`config.mk`:
```
export PLATFORM = sky130hd
export DESIGN_NAME = cam_capture
export DESIGN_NICKNAME = d
export VERILOG_FILES = /design/src/rtl/cam_pkg.sv /design/src/rtl/cam_capture_rgb565_to_rgb332.sv /design/src/rtl/cam_capture.sv
export SDC_FILE = /design/constraint.sdc
export NUM_CORES = 1
export LEC_CHECK = 0
export CORE_MARGIN = 2
export CORE_UTILIZATION = 60
export CTS_CLUSTER_SIZE = 14
export DETAILED_ROUTE_END_ITERATION = 6
export GPL_ROUTABILITY_DRIVEN = 0
export PLACE_DENSITY_LB_ADDON = 0.25
export REMOVE_ABC_BUFFERS = 1
export SLEW_MARGIN = 20
export SYNTH_ARGS = -nofsm -noshare
export SYNTH_HDL_FRONTEND = slang
export SYNTH_HIERARCHICAL = 1
export SYNTH_SLANG_ARGS = --single-unit
export TNS_END_PERCENT = 5
```
`constraint.sdc`:
```
create_clock -name clk -period 7.4 [get_ports clk]
set_clock_uncertainty 0.1 [all_clocks]
set_input_delay 1.48 -clock clk [delete_from_list [all_inputs] [get_ports clk]]
set_output_delay 1.48 -clock clk [all_outputs]
set_load 0.03 [all_outputs]
```
`src/rtl/cam_pkg.sv`:
```
// Shared constants and state encoding for the camera frame-capture block.
package cam_pkg;

  localparam int H_PIXELS     = 160;
  localparam int V_LINES      = 120;
  localparam int FRAME_PIXELS = H_PIXELS * V_LINES;
  localparam int ADDR_W       = 15;

  typedef enum logic [1:0] {
    IDLE     = 2'd0,
    WAIT_SOF = 2'd1,
    CAPTURE  = 2'd2,
    DONE     = 2'd3
  } state_e;

endpackage

```
`src/rtl/cam_capture_rgb565_to_rgb332.sv`:
```
// Pure combinational RGB565 (two camera bytes) to RGB332 truncation.
module rgb565_to_rgb332 (
  input  logic [7:0] byte_hi,
  input  logic [7:0] byte_lo,
  output logic [7:0] rgb332
);

  // byte_hi = {R[4:0], G[5:3]}, byte_lo = {G[2:0], B[4:0]}
  assign rgb332 = {byte_hi[7:5], byte_hi[2:0], byte_lo[4:3]};

  // Low-order colour bits are dropped by design.
  logic unused_bits;
  assign unused_bits = ^{byte_hi[4:3], byte_lo[7:5], byte_lo[2:0]};

endmodule

```
`src/rtl/cam_capture.sv`:
```
// Single-frame capture from an RGB565 byte-serial camera into an RGB332 frame buffer.
module cam_capture #(
  parameter int H_PIXELS = cam_pkg::H_PIXELS,
  parameter int V_LINES  = cam_pkg::V_LINES
) (
  input  logic                       clk,
  input  logic                       rst,
  input  logic                       init,
  input  logic                       vsync,
  input  logic                       href,
  input  logic [7:0]                 px_data,
  output logic [cam_pkg::ADDR_W-1:0] addr,
  output logic [7:0]                 mem_data,
  output logic                       wr,
  output logic                       busy,
  output logic                       done,
  output logic                       frame_err
);

  import cam_pkg::*;

  localparam int FRAME_LIMIT = H_PIXELS * V_LINES;
  localparam int COL_W       = $clog2(H_PIXELS + 1);
  localparam int LINE_W      = $clog2(V_LINES + 2);
  localparam int WCNT_W      = $clog2(FRAME_LIMIT + 1);

  state_e              state_q, state_d;
  logic                init_q, init_d;
  logic                vsync_q, vsync_d;
  logic                href_q, href_d;
  logic                phase_q, phase_d;
  logic [COL_W-1:0]    col_q, col_d;
  logic [LINE_W-1:0]   line_q, line_d;
  logic [WCNT_W-1:0]   wcnt_q, wcnt_d;
  logic [7:0]          byte_hi_q, byte_hi_d;
  logic [ADDR_W-1:0]   addr_q, addr_d;
  logic [7:0]          mem_q, mem_d;
  logic                wr_q, wr_d;
  logic                busy_q, busy_d;
  logic                done_q, done_d;
  logic                err_q, err_d;

  logic [7:0] pixel;
  logic       init_rise, vsync_fall, vsync_rise, href_fall;
  logic       pixel_fits;

  rgb565_to_rgb332 u_conv (
    .byte_hi (byte_hi_q),
    .byte_lo (px_data),
    .rgb332  (pixel)
  );

  assign init_rise  = init & ~init_q;
  assign vsync_fall = ~vsync & vsync_q;
  assign vsync_rise = vsync & ~vsync_q;
  assign href_fall  = ~href & href_q;
  assign pixel_fits = (col_q < COL_W'(H_PIXELS)) && (line_q < LINE_W'(V_LINES)) &&
                      (wcnt_q < WCNT_W'(FRAME_LIMIT));

  always_comb begin
    state_d   = state_q;
    init_d    = init;
    vsync_d   = vsync;
    href_d    = href;
    phase_d   = phase_q;
    col_d     = col_q;
    line_d    = line_q;
    wcnt_d    = wcnt_q;
    byte_hi_d = byte_hi_q;
    addr_d    = addr_q;
    mem_d     = mem_q;
    wr_d      = 1'b0;
    busy_d    = busy_q;
    done_d    = done_q;
    err_d     = err_q;

    case (state_q)
      IDLE, DONE: begin
        if (init_rise) begin
          state_d = WAIT_SOF;
          busy_d  = 1'b1;
          done_d  = 1'b0;
          err_d   = 1'b0;
        end
      end
      WAIT_SOF: begin
        if (vsync_fall) begin
          state_d = CAPTURE;
          phase_d = 1'b0;
          col_d   = '0;
          line_d  = '0;
          wcnt_d  = '0;
        end
      end
      CAPTURE: begin
        if (vsync_rise) begin
          state_d = DONE;
          busy_d  = 1'b0;
          done_d  = 1'b1;
          if (line_q != LINE_W'(V_LINES)) err_d = 1'b1;
        end else if (href) begin
          if (!phase_q) begin
            byte_hi_d = px_data;
            phase_d   = 1'b1;
          end else begin
            phase_d = 1'b0;
            if (pixel_fits) begin
              wr_d   = 1'b1;
              addr_d = ADDR_W'(wcnt_q);
              mem_d  = pixel;
              wcnt_d = wcnt_q + WCNT_W'(1);
            end else begin
              err_d = 1'b1;
            end
            // Column saturates at H_PIXELS; overlong lines are already flagged above.
            if (col_q != COL_W'(H_PIXELS)) col_d = col_q + COL_W'(1);
          end
        end else if (href_fall) begin
          phase_d = 1'b0;
          col_d   = '0;
          if (col_q != '0 && line_q != LINE_W'(V_LINES + 1)) line_d = line_q + LINE_W'(1);
          if (phase_q || col_q != COL_W'(H_PIXELS)) err_d = 1'b1;
        end
      end
      default: state_d = IDLE;
    endcase
  end

  always_ff @(posedge clk or posedge rst) begin
    if (rst) begin
      state_q   <= IDLE;
      init_q    <= 1'b0;
      vsync_q   <= 1'b0;
      href_q    <= 1'b0;
      phase_q   <= 1'b0;
      col_q     <= '0;
      line_q    <= '0;
      wcnt_q    <= '0;
      byte_hi_q <= '0;
      addr_q    <= '0;
      mem_q     <= '0;
      wr_q      <= 1'b0;
      busy_q    <= 1'b0;
      done_q    <= 1'b0;
      err_q     <= 1'b0;
    end else begin
      state_q   <= state_d;
      init_q    <= init_d;
      vsync_q   <= vsync_d;
      href_q    <= href_d;
      phase_q   <= phase_d;
      col_q     <= col_d;
      line_q    <= line_d;
      wcnt_q    <= wcnt_d;
      byte_hi_q <= byte_hi_d;
      addr_q    <= addr_d;
      mem_q     <= mem_d;
      wr_q      <= wr_d;
      busy_q    <= busy_d;
      done_q    <= done_d;
      err_q     <= err_d;
    end
  end

  assign addr      = addr_q;
  assign mem_data  = mem_q;
  assign wr        = wr_q;
  assign busy      = busy_q;
  assign done      = done_q;
  assign frame_err = err_q;

endmodule

```
==> run_results.csv <==
group,metric,value,unit
worst_setup_path,crit_path_start_kind,"primary input",
clock_tree,cts_buffer_depth,2,
worst_setup_path,cp_max_fo,24,
hold_path,min_to,"busy",
placed_design,pre_cts_slack,2845,ps
layout,antenna_cells,0,
floorplanning,core_region_area,0.005507,mm²
clock_tree,clock-sinks,69,
floorplanning,die-area,0.006347,mm²
global_route,grt_pass1_vias,2500,
sta,setup_viol,0,
worst_setup_path,r2r_slack,3870,ps
worst_setup_path,critPathBufInv,1,
worst_setup_path,required,7530,ps
placed_design,dpl.hpwl,4.712,mm
job,maxCapViolCount,0,
sta,worst_pin_slew,827.6,ps
worst_setup_path,slowest_delay,700,ps
power,p_per_area,305.2,mW/mm²
sta,fin_crit,3975,ps
worst_setup_path,cp_cell_sequence,"clkdlybuf4s50_1, nand2_1, nor4b_1, and2_2, mux2_2",
hold_path,hp-start,"busy",
clock_tree,clockRootBuffer,"clkbuf_8",
worst_setup_path,r2r_end,"mem_data[0]",
yosys,syn_inst,324,
layout,layout.nets,377,
global_route,grt_pass1_wl,11.92,mm
global_route,grt_max_degree,70,
layout,final_util,73.23,%
clock_tree,cts_hold_buffers,0,
power,power_leakage,1.800,nW
worst_setup_path,arrival,4110,ps
global_route,antenna_found_initial,0,
layout,drive_gt1_share,15.00,%
clock_tree,cts_tree,"yes",
clock_tree,cts_buffers,9,
worst_setup_path,reg2reg_depth,6,
clock_tree,cts_resized,0,
sta,min_period_over_period,53.72,%
yosys,synth.avg_cell_area,10.60,µm²
sta,fmax,251.5,MHz
floorplanning,rows,27,
placed_design,dpl_cell_area,0.003797,mm²
detailed_routing,vias,2540,
global_route,grt_usage,24.48,%
layout,final_area,0.004033,mm²
layout,area_delta_synth_final,17.37,%
worst_setup_path,critPathKind,"primary input to flop",
floorplanning,ios,40,
worst_setup_path,end_kind,"flop",
sta,slew_violations,0,
global_route,grt.overflow.total,0,
sta,setup_ws,3425,ps
sta,rsz0062_at_grt,"no",
power,ir_drop,0.2320,mV
detailed_routing,wl_per_cell,15.78,µm
worst_setup_path,slowest_stage,"nor4b_1",
placed_design,port_buffers,39,
sta,timing.slew.headroom,44.83,%
detailed_routing,drc,0,
clock_tree,h-tree-depth,3,
floorplanning,dieWidth,79.67,µm
sta,setup_tns,0,ps
yosys,yosys_warnings,6,
worst_setup_path,timing.rr.start,"state_q[0]",
detailed_routing,routed_wl,6.816,mm
yosys,netlist_area,0.003436,mm²
detailed_routing,drt-vias-per-instance,5.880,
clock_tree,post_cts_buffers,0,
run_status,status,"completed",
worst_setup_path,crit_family,"simple AND/OR/NAND/NOR gates",
detailed_routing,antenna_left,0,
floorplanning,fp.dieH,79.67,µm
sta,hold_viol_final,0,
floorplanning,start_util,62.39,%
hold_path,hp-class,"flop to flop",
power,power,1.231,mW
detailed_routing,drt_first_pass_iters,4,
detailed_routing,drt_iter0_drc,91,
clock_tree,worst_skew_pair.late_latency,350,ps
hold_path,hold_depth,1,
clock_tree,path_clk_slew,80,ps
[layout by cell type (no fill, tap or decap), types with 4 or more instances in the layout]
| master | count |
|---|---|
| dfrtp_1 | 69 |
| clkdlybuf4s50_1 | 39 |
| nand2_1 | 33 |
| mux2_2 | 29 |
| nand3_1 | 18 |
| a21oi_1 | 14 |
| nor2_1 | 14 |
| o21ai_0 | 12 |
| inv_1 | 11 |
| clkbuf_8 | 11 |
| ha_1 | 9 |
| nand2b_1 | 7 |
| nor4_1 | 7 |
| nor3_1 | 6 |
| o31ai_1 | 6 |
| a21o_1 | 5 |
| a31oi_1 | 5 |
| mux2i_1 | 5 |
| or4_1 | 5 |
| nand4_1 | 5 |
| xnor2_1 | 5 |
| or3_1 | 4 |
| and3_1 | 4 |
[area by class of cell]
type	count	area, µm²
fillers	391	1474
clock inverters	5	82.58
flip-flops and latches	69	1727
well taps	72	90.09
inverters	12	45.04
multi-input cells	223	1539
clock buffers	11	151.4
repair buffers	40	397.9
[how the worst max path moves through the flow]
stage | startpoint | endpoint | slack [ps] | cells after the start
6_report | href | mem_data[0] | 3420 | 5
3_5_place_dp | href | mem_data[0] | 2850 | 5
2_1_floorplan | vsync | mem_data[0] | 3970 | 4
4_1_cts | href | mem_data[0] | 3140 | 5
3_3_place_gp | href | addr[9] | 2990 | 5
5_1_grt | href | addr[3] | 3220 | 5
[power breakdown]
group | switching, mW | internal (mW)
sequential | 0.0487 | 0.440
combinational | 0.239 | 0.150
clock | 0.146 | 0.209
total | 0.433 | 0.798
[per-stage QoR]
| step | std cells | hold slack [ps] |
|---|---|---|
| floorplan | 304 | 371.6 |
| global placement | 416 | 361.9 |
| detailed placement | 416 | 373.9 |
| CTS | 432 | 391.2 |
| global route | 432 | 397.4 |
| finish | 432 | 385.5 |
[sequential cells by signal, summed over array words and instances, names as in the netlist, 2 cells and up]
register   count
addr          15
byte_hi_q      6
col_q          8
wcnt_q        15
line_q         7
state_q        2
mem_data       8
[per-layer routing]
| layer | up-vias | wire, µm | global-route usage (%) |
|---|---|---|---|
| met4 | 0 | 99 | 9.655 |
| li1 | 1230 | - | - |
| met3 | 11 | 379 | 6.448 |
| met5 | - | 0 | 0 |
| met2 | 64 | 3214 | 37.65 |
| met1 | 1235 | 3123 | 33.21 |
Note: power is estimated with default switching activity, not from simulation.
